## src/rtl/sad_search_pkg.sv

```systemverilog
`default_nettype none
// ============================================================================
// Package : sad_search_pkg
// Brief   : Shared types and helpers for the SAD best-match search.
// Rev     : 1.0  initial release
// ============================================================================
package sad_search_pkg;

   localparam int SAD_W_DEF = 12;
   localparam int MV_W_DEF  = 5;

   typedef enum logic [1:0] {
      IDLE   = 2'd0,
      SEARCH = 2'd1,
      DONE   = 2'd2
   } state_t;

   typedef logic signed [MV_W_DEF-1:0] mv_t;

   function automatic int window_size(input int range);
      return (2 * range + 1) * (2 * range + 1);
   endfunction

endpackage
`default_nettype wire

```

## src/rtl/mv_raster_counter.sv

```systemverilog
`default_nettype none
// ============================================================================
// Module : mv_raster_counter
// Brief  : Raster-order (mv_x fastest) displacement counter over +/-RANGE.
// Rev    : 1.0  initial release
// ============================================================================
module mv_raster_counter
   import sad_search_pkg::*;
#(
   parameter int RANGE = 4,
   parameter int MV_W  = MV_W_DEF
) (
   input  logic                   clk,
   input  logic                   rst_n,
   input  logic                   init,
   input  logic                   step,
   output logic signed [MV_W-1:0] mv_x,
   output logic signed [MV_W-1:0] mv_y,
   output logic                   last
);

   localparam logic signed [MV_W-1:0] MV_MIN = MV_W'(-RANGE);
   localparam logic signed [MV_W-1:0] MV_MAX = MV_W'(RANGE);
   localparam logic signed [MV_W-1:0] MV_ONE = MV_W'(1);

   always_ff @(posedge clk or negedge rst_n) begin
      if (!rst_n) begin
         mv_x <= '0;
         mv_y <= '0;
      end else if (init) begin
         mv_x <= MV_MIN;
         mv_y <= MV_MIN;
      end else if (step) begin
         if (mv_x == MV_MAX) begin
            mv_x <= MV_MIN;
            mv_y <= mv_y + MV_ONE;
         end else begin
            mv_x <= mv_x + MV_ONE;
         end
      end
   end

   assign last = (mv_x == MV_MAX) && (mv_y == MV_MAX);

endmodule
`default_nettype wire

```

## src/rtl/sad_best_match.sv

```systemverilog
`default_nettype none
// ============================================================================
// Module : sad_best_match
// Brief  : Tracks minimum SAD and its MV over a raster search window.
//          Optional macro SAD_ZERO_MV_BIAS_EN credits ZERO_BIAS to MV (0,0).
// Rev    : 1.0  initial release
// ============================================================================
module sad_best_match
   import sad_search_pkg::*;
#(
   parameter int SAD_W     = SAD_W_DEF,
   parameter int RANGE     = 4,
   parameter int MV_W      = MV_W_DEF,
   parameter int ZERO_BIAS = 16
) (
   input  logic                   clk,
   input  logic                   rst_n,
   input  logic                   start,
   input  logic                   sad_valid,
   input  logic [SAD_W-1:0]       sad,
   output logic                   sad_ready,
   output logic                   busy,
   output logic                   done,
   output logic [SAD_W-1:0]       best_sad,
   output logic signed [MV_W-1:0] best_mv_x,
   output logic signed [MV_W-1:0] best_mv_y
);

   generate
      if (RANGE < 1 || (2 ** (MV_W - 1)) - 1 < RANGE || ZERO_BIAS < 0) begin : g_param_check
         $error("sad_best_match: illegal RANGE/MV_W/ZERO_BIAS combination");
      end
   endgenerate

   state_t                 state;
   state_t                 state_nxt;
   logic                   init;
   logic                   accept;
   logic                   last;
   logic signed [MV_W-1:0] mv_x;
   logic signed [MV_W-1:0] mv_y;
   logic [SAD_W-1:0]       eff_sad;
   logic [SAD_W-1:0]       min_sad;

   always_ff @(posedge clk or negedge rst_n) begin
      if (!rst_n) state <= IDLE;
      else        state <= state_nxt;
   end

   // start wins in every state: it aborts a search or chains after DONE.
   always_comb begin
      state_nxt = state;
      init      = start;
      accept    = 1'b0;
      sad_ready = 1'b0;
      busy      = 1'b0;
      done      = 1'b0;
      case (state)
         IDLE: begin
            if (start) state_nxt = SEARCH;
         end
         SEARCH: begin
            sad_ready = 1'b1;
            busy      = 1'b1;
            accept    = sad_valid && !start;
            if (start)               state_nxt = SEARCH;
            else if (accept && last) state_nxt = DONE;
         end
         DONE: begin
            done      = 1'b1;
            state_nxt = start ? SEARCH : IDLE;
         end
         default: state_nxt = IDLE;
      endcase
   end

   mv_raster_counter #(
      .RANGE (RANGE),
      .MV_W  (MV_W)
   ) u_raster (
      .clk   (clk),
      .rst_n (rst_n),
      .init  (init),
      .step  (accept),
      .mv_x  (mv_x),
      .mv_y  (mv_y),
      .last  (last)
   );

`ifdef SAD_ZERO_MV_BIAS_EN
   localparam logic [SAD_W-1:0] BIAS = SAD_W'(ZERO_BIAS);
   logic at_origin;
   assign at_origin = (mv_x == '0) && (mv_y == '0);
   assign eff_sad   = !at_origin ? sad : ((sad > BIAS) ? (sad - BIAS) : '0);
`else
   assign eff_sad = sad;
`endif

   // min_sad holds the effective (possibly biased) value; best_sad stays raw.
   always_ff @(posedge clk or negedge rst_n) begin
      if (!rst_n) begin
         min_sad   <= '0;
         best_sad  <= '0;
         best_mv_x <= '0;
         best_mv_y <= '0;
      end else if (init) begin
         min_sad   <= '1;
         best_sad  <= '1;
         best_mv_x <= '0;
         best_mv_y <= '0;
      end else if (accept && (eff_sad < min_sad)) begin
         min_sad   <= eff_sad;
         best_sad  <= sad;
         best_mv_x <= mv_x;
         best_mv_y <= mv_y;
      end
   end

endmodule
`default_nettype wire

```

## config.mk

```make
export PLATFORM = sky130hd
export DESIGN_NAME = sad_best_match
export DESIGN_NICKNAME = d
export VERILOG_FILES = /design/src/rtl/sad_search_pkg.sv /design/src/rtl/mv_raster_counter.sv /design/src/rtl/sad_best_match.sv
export SDC_FILE = /design/constraint.sdc
export NUM_CORES = 1
export LEC_CHECK = 0
export ABC_AREA = 1
export CORE_MARGIN = 8
export CORE_UTILIZATION = 35
export DETAILED_ROUTE_END_ITERATION = 6
export SYNTH_ARGS = -nofsm -noshare
export SYNTH_HDL_FRONTEND = slang
export SYNTH_SLANG_ARGS = --single-unit
```

## constraint.sdc

```tcl
create_clock -name clk -period 2.92 [get_ports clk]
set_input_delay 0.584 -clock clk [delete_from_list [all_inputs] [get_ports clk]]
set_output_delay 0.584 -clock clk [all_outputs]
set_load 0.1 [all_outputs]
```

==> metrics.txt, run 1 <==
outcome=complete, no violations; Avg Vias per Cell=4.64; max-slew violations=0; Layout area overhead=23.7%; Root Driver=clkbuf_8; worst skew pair latency=0.28 ns; clock transition at the registers of the reported paths=0.06 ns; final HPWL from detailed placement=3.31 mm; Distinct cells, synth=29; synth cell count leaders=67 x nand2_1, 34 x dfrtp_1, 31 x inv_1; cell area after layout=0.00250 sq mm; final-stage net count=315; Max Cap Viol=0; Setup crit start kind=primary input; compound-gate portion of the synthesized area=0.0458; die height=92.0 microns; worst path cell trace=clkdlybuf4s50_1 > ha_1 > nand2_1 > nor2_1 > nand2_1 > nor2_1 > nand2_1 > nand2_4 > nand2_4 > nand2_1 > nand2_1; CTS tree=done; slowest stage delay, CP=0.43 ns; Syn Area/Cell=8.39 sq um; PwrDens=589 mW/mm^2; YS warnings=0; DIE AREA=0.00846 sq mm; placed cell count=349; count leader, synth=nand2_1; ANT cells=0; DRT antenna net count=0; First-pass DRT Iterations=4; DRC viols=0; Crit path required time=3.10 ns; Synth Area in Adders=0.0928; Place WS=0.254 ns; worst setup margin=0.600 ns; ranking of synthesized cells by area=dfrtp_1 42%, nand2_1 12%, ha_1 9.3%, inv_1 5.8%, nand3_1 5.4%; Synth Area in XOR/XNOR=0.00433; WL/cell=12.3 microns; DR vias=1651; largest net degree at the start of global routing=35; Final Critical Period=2.32 ns; mux cell area share after synthesis=0; ratio of cells with drive above 1 in the final layout=0.225; CTS resizes=0; CP max FO=24; final number of hold-violating endpoints=0; area leader, netlist=dfrtp_1; final period utilization=0.794; Mapped Nets=272; Setup crit end kind=register; global-route wire length before repair=8.05 mm; Buffers on Ports=40; Placed Area=0.00242 sq mm; largest family of logic cells by synthesized area=simple AND/OR/NAND/NOR gates; Seq/Total Area, Yosys=0.421; Iteration-0 DRC Markers=79; Worst slew margin=0.711; Post-Synthesis Cell Area=0.00202 sq mm; cell repeated most along the worst path=nand2_1; top-area cell type share of the netlist area=0.421; P_leak=1.31 nW; Max VDD drop=0.257 mV; hold_ws=0.509 ns; Yosys reg bits=34; Finished Layout Cells=356; category of the most critical setup path=primary input to register; gate count after technology mapping=241; CTS Buf Count=5; FP Rows=27; hold_buf cts=0; Clock Tree Buf Depth=2; antenna violations before repair=0; setup TNS=0 ns; EDFF count, synth=0; Die X=92.0 microns; I/O pin total=41; Core Box Area=0.00554 sq mm; worst slew pin tran=0.434 ns; GRT Total Usage=0.117; gr ovfl total=0; f_max=0.431 GHz; initial core utilization=0.365; H-tree Lvls=2; RSZ-0062 raised after global routing=false; Crit path arrival time=2.50 ns; slowest cell on the critical path=clkdlybuf4s50_1; Hold WC Path Type=register to register; routability cong.=0.762; ys async rst share=1.00; Post-Synth Simple-Gate Area=0.351; WL final=4.37 mm; clk sink count=34; Main synth FF type=dfrtp_1; vias in the first global route=1735; Final Skew=0.00252 ns; Final setup viols=0; Post-CTS Setup Bufs=0
## logic make-up (layout without fill, tap and decap cells)
family                   Yosys count  in the layout
buffers and inverters             40             83
adder cells (fa/ha/maj)           15             15
AO/OA/AOI/OAI                     17             17
XOR/XNOR                           1              1
AND/OR/NAND/NOR                  134            134
flip-flops                        34             34
## state kept, by name, indices dropped and copies added, names as in the netlist
name / count
best_mv_y: 5
u_raster.mv_x: 5
u_raster.mv_y: 5
min_sad: 12
best_mv_x: 5
state: 2
## path summary, 6_finish.rpt
path,startpoint,endpoint,slack [ns],depth (start not counted)
worst max-delay path,sad[11],min_sad[7]$_DFFE_PN0P_,0.60,11
worst min-delay path,best_mv_x[0]$_DFFE_PN0P_,best_mv_x[0]$_DFFE_PN0P_,0.51,2
worst max register to register,min_sad[11]$_DFFE_PN0P_,min_sad[7]$_DFFE_PN0P_,0.91,11
worst min register to register,best_mv_x[0]$_DFFE_PN0P_,best_mv_x[0]$_DFFE_PN0P_,0.51,2
max in group asynchronous,rst_n,best_mv_y[3]$_DFFE_PN0P_,1.90,2
min in group asynchronous,rst_n,state[0]$_DFFE_PN0P_,0.71,2
## final cells by class
cell class,instances,area (sq um)
clock buffers,7,76.3
fillers,559,3040
inverters,33,124
multi-input cells,167,1000
flip-flops and latches,34,851
well taps,72,90.1
repair buffers,43,360
## power by group
| part | switching (mW) | internal (mW) | leakage (nW) |
|---|---|---|---|
| clock network | 0.159 | 0.164 | 0.0383 |
| logic | 0.441 | 0.145 | 0.866 |
| registers | 0.0435 | 0.521 | 0.404 |
| total | 0.644 | 0.830 | 1.31 |
## critical path: cells and delay by family
family | cells | cell delay (ns)
and+or+nand+nor | 9 | 1.17
buffers and inverters | 1 | 0.43
adders and majority gates | 1 | 0.31
## metrics by stage
stage | utilization | power [mW]
after floorplan | - | 1.03
after global placement | 0.438 | 1.16
after detailed placement | 0.438 | 1.17
after CTS | 0.451 | 1.50
after global routing | 0.451 | 1.56
final | 0.451 | 1.47
## cell usage in the layout, fill, tap and decap left out, drive strengths merged
| master | instances |
|---|---|
| ha | 15 |
| buf | 28 |
| nor4 | 1 |
| xor2 | 1 |
| o21ai | 8 |
| nor3 | 1 |
| nand4 | 6 |
| clkbuf | 7 |
| nor2 | 8 |
| or2 | 12 |
| dfrtp | 34 |
| nand3 | 33 |
| inv | 33 |
| o221ai | 2 |
| clkdlybuf4s50 | 15 |
| nand2 | 72 |
| nand3b | 1 |
| a21oi | 7 |
## routing by layer
metal,track usage,vias up,share of wire
li1,-,860,-
met1,0.133,752,0.44
met2,0.194,34,0.48
met3,0.0424,5,0.059
met4,0.0523,0,0.020
met5,0,-,0
No activity file was read; power rests on OpenSTA's default activity.
==> run 2, diff against run 1 <==
==> constraint.sdc (replaced) <==
create_clock -name clk -period 2.2 [get_ports clk]
set_input_delay 0.44 -clock clk [delete_from_list [all_inputs] [get_ports clk]]
set_output_delay 0.44 -clock clk [all_outputs]
set_load 0.1 [all_outputs]
==> run 2 against run 1 <==
Effect of this change: register-to-register slack got worse by 0.48 ns; combinational power rose by 39%; via count rose by 4.5%; die area did not move; core utilization rose by 2.2 points; cell count rose by 3.1%; first-iteration DRC count fell by 46%; critical path depth did not move; largest cell class unchanged; highest routed layer unchanged.
==> metrics.txt, run 2 (synthesis gave the netlist of run 1 again) <==
Die X=92.0 microns; Post-CTS Setup Bufs=0; vias in the first global route=1741; setup TNS=0 ns; WL final=4.53 mm; CTS resizes=0; worst skew pair latency=0.28 ns; Iteration-0 DRC Markers=43; P_leak=1.37 nW; WHS Endpoint=best_mv_y[4]$_DFFE_PN0P_; final-stage net count=325; largest net degree at the start of global routing=35; antenna violations before repair=0; Hold WC Path Type=register to register; CTS tree=done; hold path depth=2; most common cell after layout, fill and taps aside=nand2_1; ratio of cells with drive above 1 in the final layout=0.281; hold_buf cts=0; Finished Layout Cells=367; ANT cells=0; Final Skew=0.00414 ns; routability cong.=0.774; Core Box Area=0.00554 sq mm; R2R Path End=min_sad[5]$_DFFE_PN0P_; Avg Vias per Cell=4.70; r2r setup slk=0.43 ns; final number of hold-violating endpoints=0; Max VDD drop=0.398 mV; Top reg by flops=min_sad; Setup crit end kind=register; most frequent cells in the layout=67 x nand2_1, 36 x buf_4, 31 x inv_1, 27 x dfrtp_1, 22 x nand3_1; H-tree Lvls=2; f_max=0.514 GHz; PwrDens=779 mW/mm^2; outcome=complete, no violations; RSZ-0062 raised after global routing=false; CP max FO=14; Critical R2R Launch=min_sad[9]$_DFFE_PN0P_; Setup crit start kind=primary input; Max Cap Viol=0; Clock Tree Buf Depth=2; placed cell count=359; DRC viols=0; First-pass DRT Iterations=4; Hold Crit Start=u_raster.mv_y[4]$_DFFE_PN0P_; DIE AREA=0.00846 sq mm; Buffers on Ports=40; FP Rows=27; GRT Total Usage=0.115; global-route wire length before repair=7.98 mm; Layout area overhead=29.8%; Root Driver=clkbuf_8; DRT antenna net count=0; initial core utilization=0.365; final HPWL from detailed placement=3.44 mm; Crit path required time=2.37 ns; Tot Pwr=2.04 mW; category of the most critical setup path=primary input to register; DR vias=1725; R2R cell count=11; hold_ws=0.484 ns; WL/cell=12.3 microns; I/O pin total=41; max-slew violations=0; CTS Buf Count=5; die height=92.0 microns; gr ovfl total=0; Crit path arrival time=2.12 ns; Final setup viols=0; worst slew pin tran=0.445 ns; clk sink count=34; clock transition at the registers of the reported paths=0.07 ns; max FFs per register=12; Final Critical Period=1.94 ns; final period utilization=0.884; Worst slew margin=0.703
[run 2: power breakdown]
part	internal, mW	switching, mW	leakage [nW]
Combinational	0.221	0.596	0.923
Sequential	0.695	0.0585	0.397
Clock	0.252	0.222	0.0482
[run 2: final cells by class]
type	count	area, sq um
inverters	33	124
well taps	72	90.1
multi-input cells	167	1000
clock inverters	1	5.00
flip-flops and latches	34	860
clock buffers	7	86.3
fillers	578	2920
repair buffers	53	460
[run 2: how the worst max path moves through the flow]
stage,start,end,depth (start not counted)
after floorplan,min_sad[3]$_DFFE_PN0P_,min_sad[0]$_DFFE_PN0P_,9
after global placement,sad[11],min_sad[0]$_DFFE_PN0P_,9
after detailed placement,sad[9],min_sad[5]$_DFFE_PN0P_,11
after CTS,sad[9],min_sad[5]$_DFFE_PN0P_,11
after global routing,sad[11],min_sad[2]$_DFFE_PN0P_,11
final,sad[9],min_sad[5]$_DFFE_PN0P_,11
[run 2: stage by stage]
step | utilization | worst slack, ns | cell area [sq um]
floorplan | - | 0.00776 | 2030
global placement | 0.457 | -0.0269 | 2530
detailed placement | 0.457 | -0.0693 | 2530
CTS | 0.474 | 0.231 | 2630
global route | 0.474 | 0.105 | 2630
finish | 0.474 | 0.256 | 2630
[run 2: worst max-delay path: stages]
cell             delay [ns]
clkdlybuf4s50_1        0.43
ha_1                   0.31
nand2_1                0.07
nor2_1                 0.12
inv_1                  0.05
a21oi_1                0.21
nor2_4                 0.06
nand2_4                0.16
nand2_4                0.12
nand2_1                0.09
nand2_1                0.05
[run 2: per-layer routing]
metal / vias to the layer above / routed length [microns] / GRT usage / share of wire
met5: - / 0 / 0 / 0
li1: 880 / - / - / -
met4: 0 / 71 / 0.0523 / 0.016
met1: 816 / 2070 / 0.136 / 0.46
met2: 23 / 2190 / 0.188 / 0.48
met3: 6 / 199 / 0.0350 / 0.044
==> run 3, diff against run 2 <==
--- a/config.mk
+++ b/config.mk
@@ -6,6 +6,7 @@
 export NUM_CORES = 1
 export LEC_CHECK = 0
 export ABC_AREA = 1
+export ABC_CLOCK_PERIOD_IN_PS = 2200
 export CORE_MARGIN = 8
 export CORE_UTILIZATION = 35
 export DETAILED_ROUTE_END_ITERATION = 6
==> results of run 3 <==
The final DEF is identical to that of run 2; final timing and power are the same.
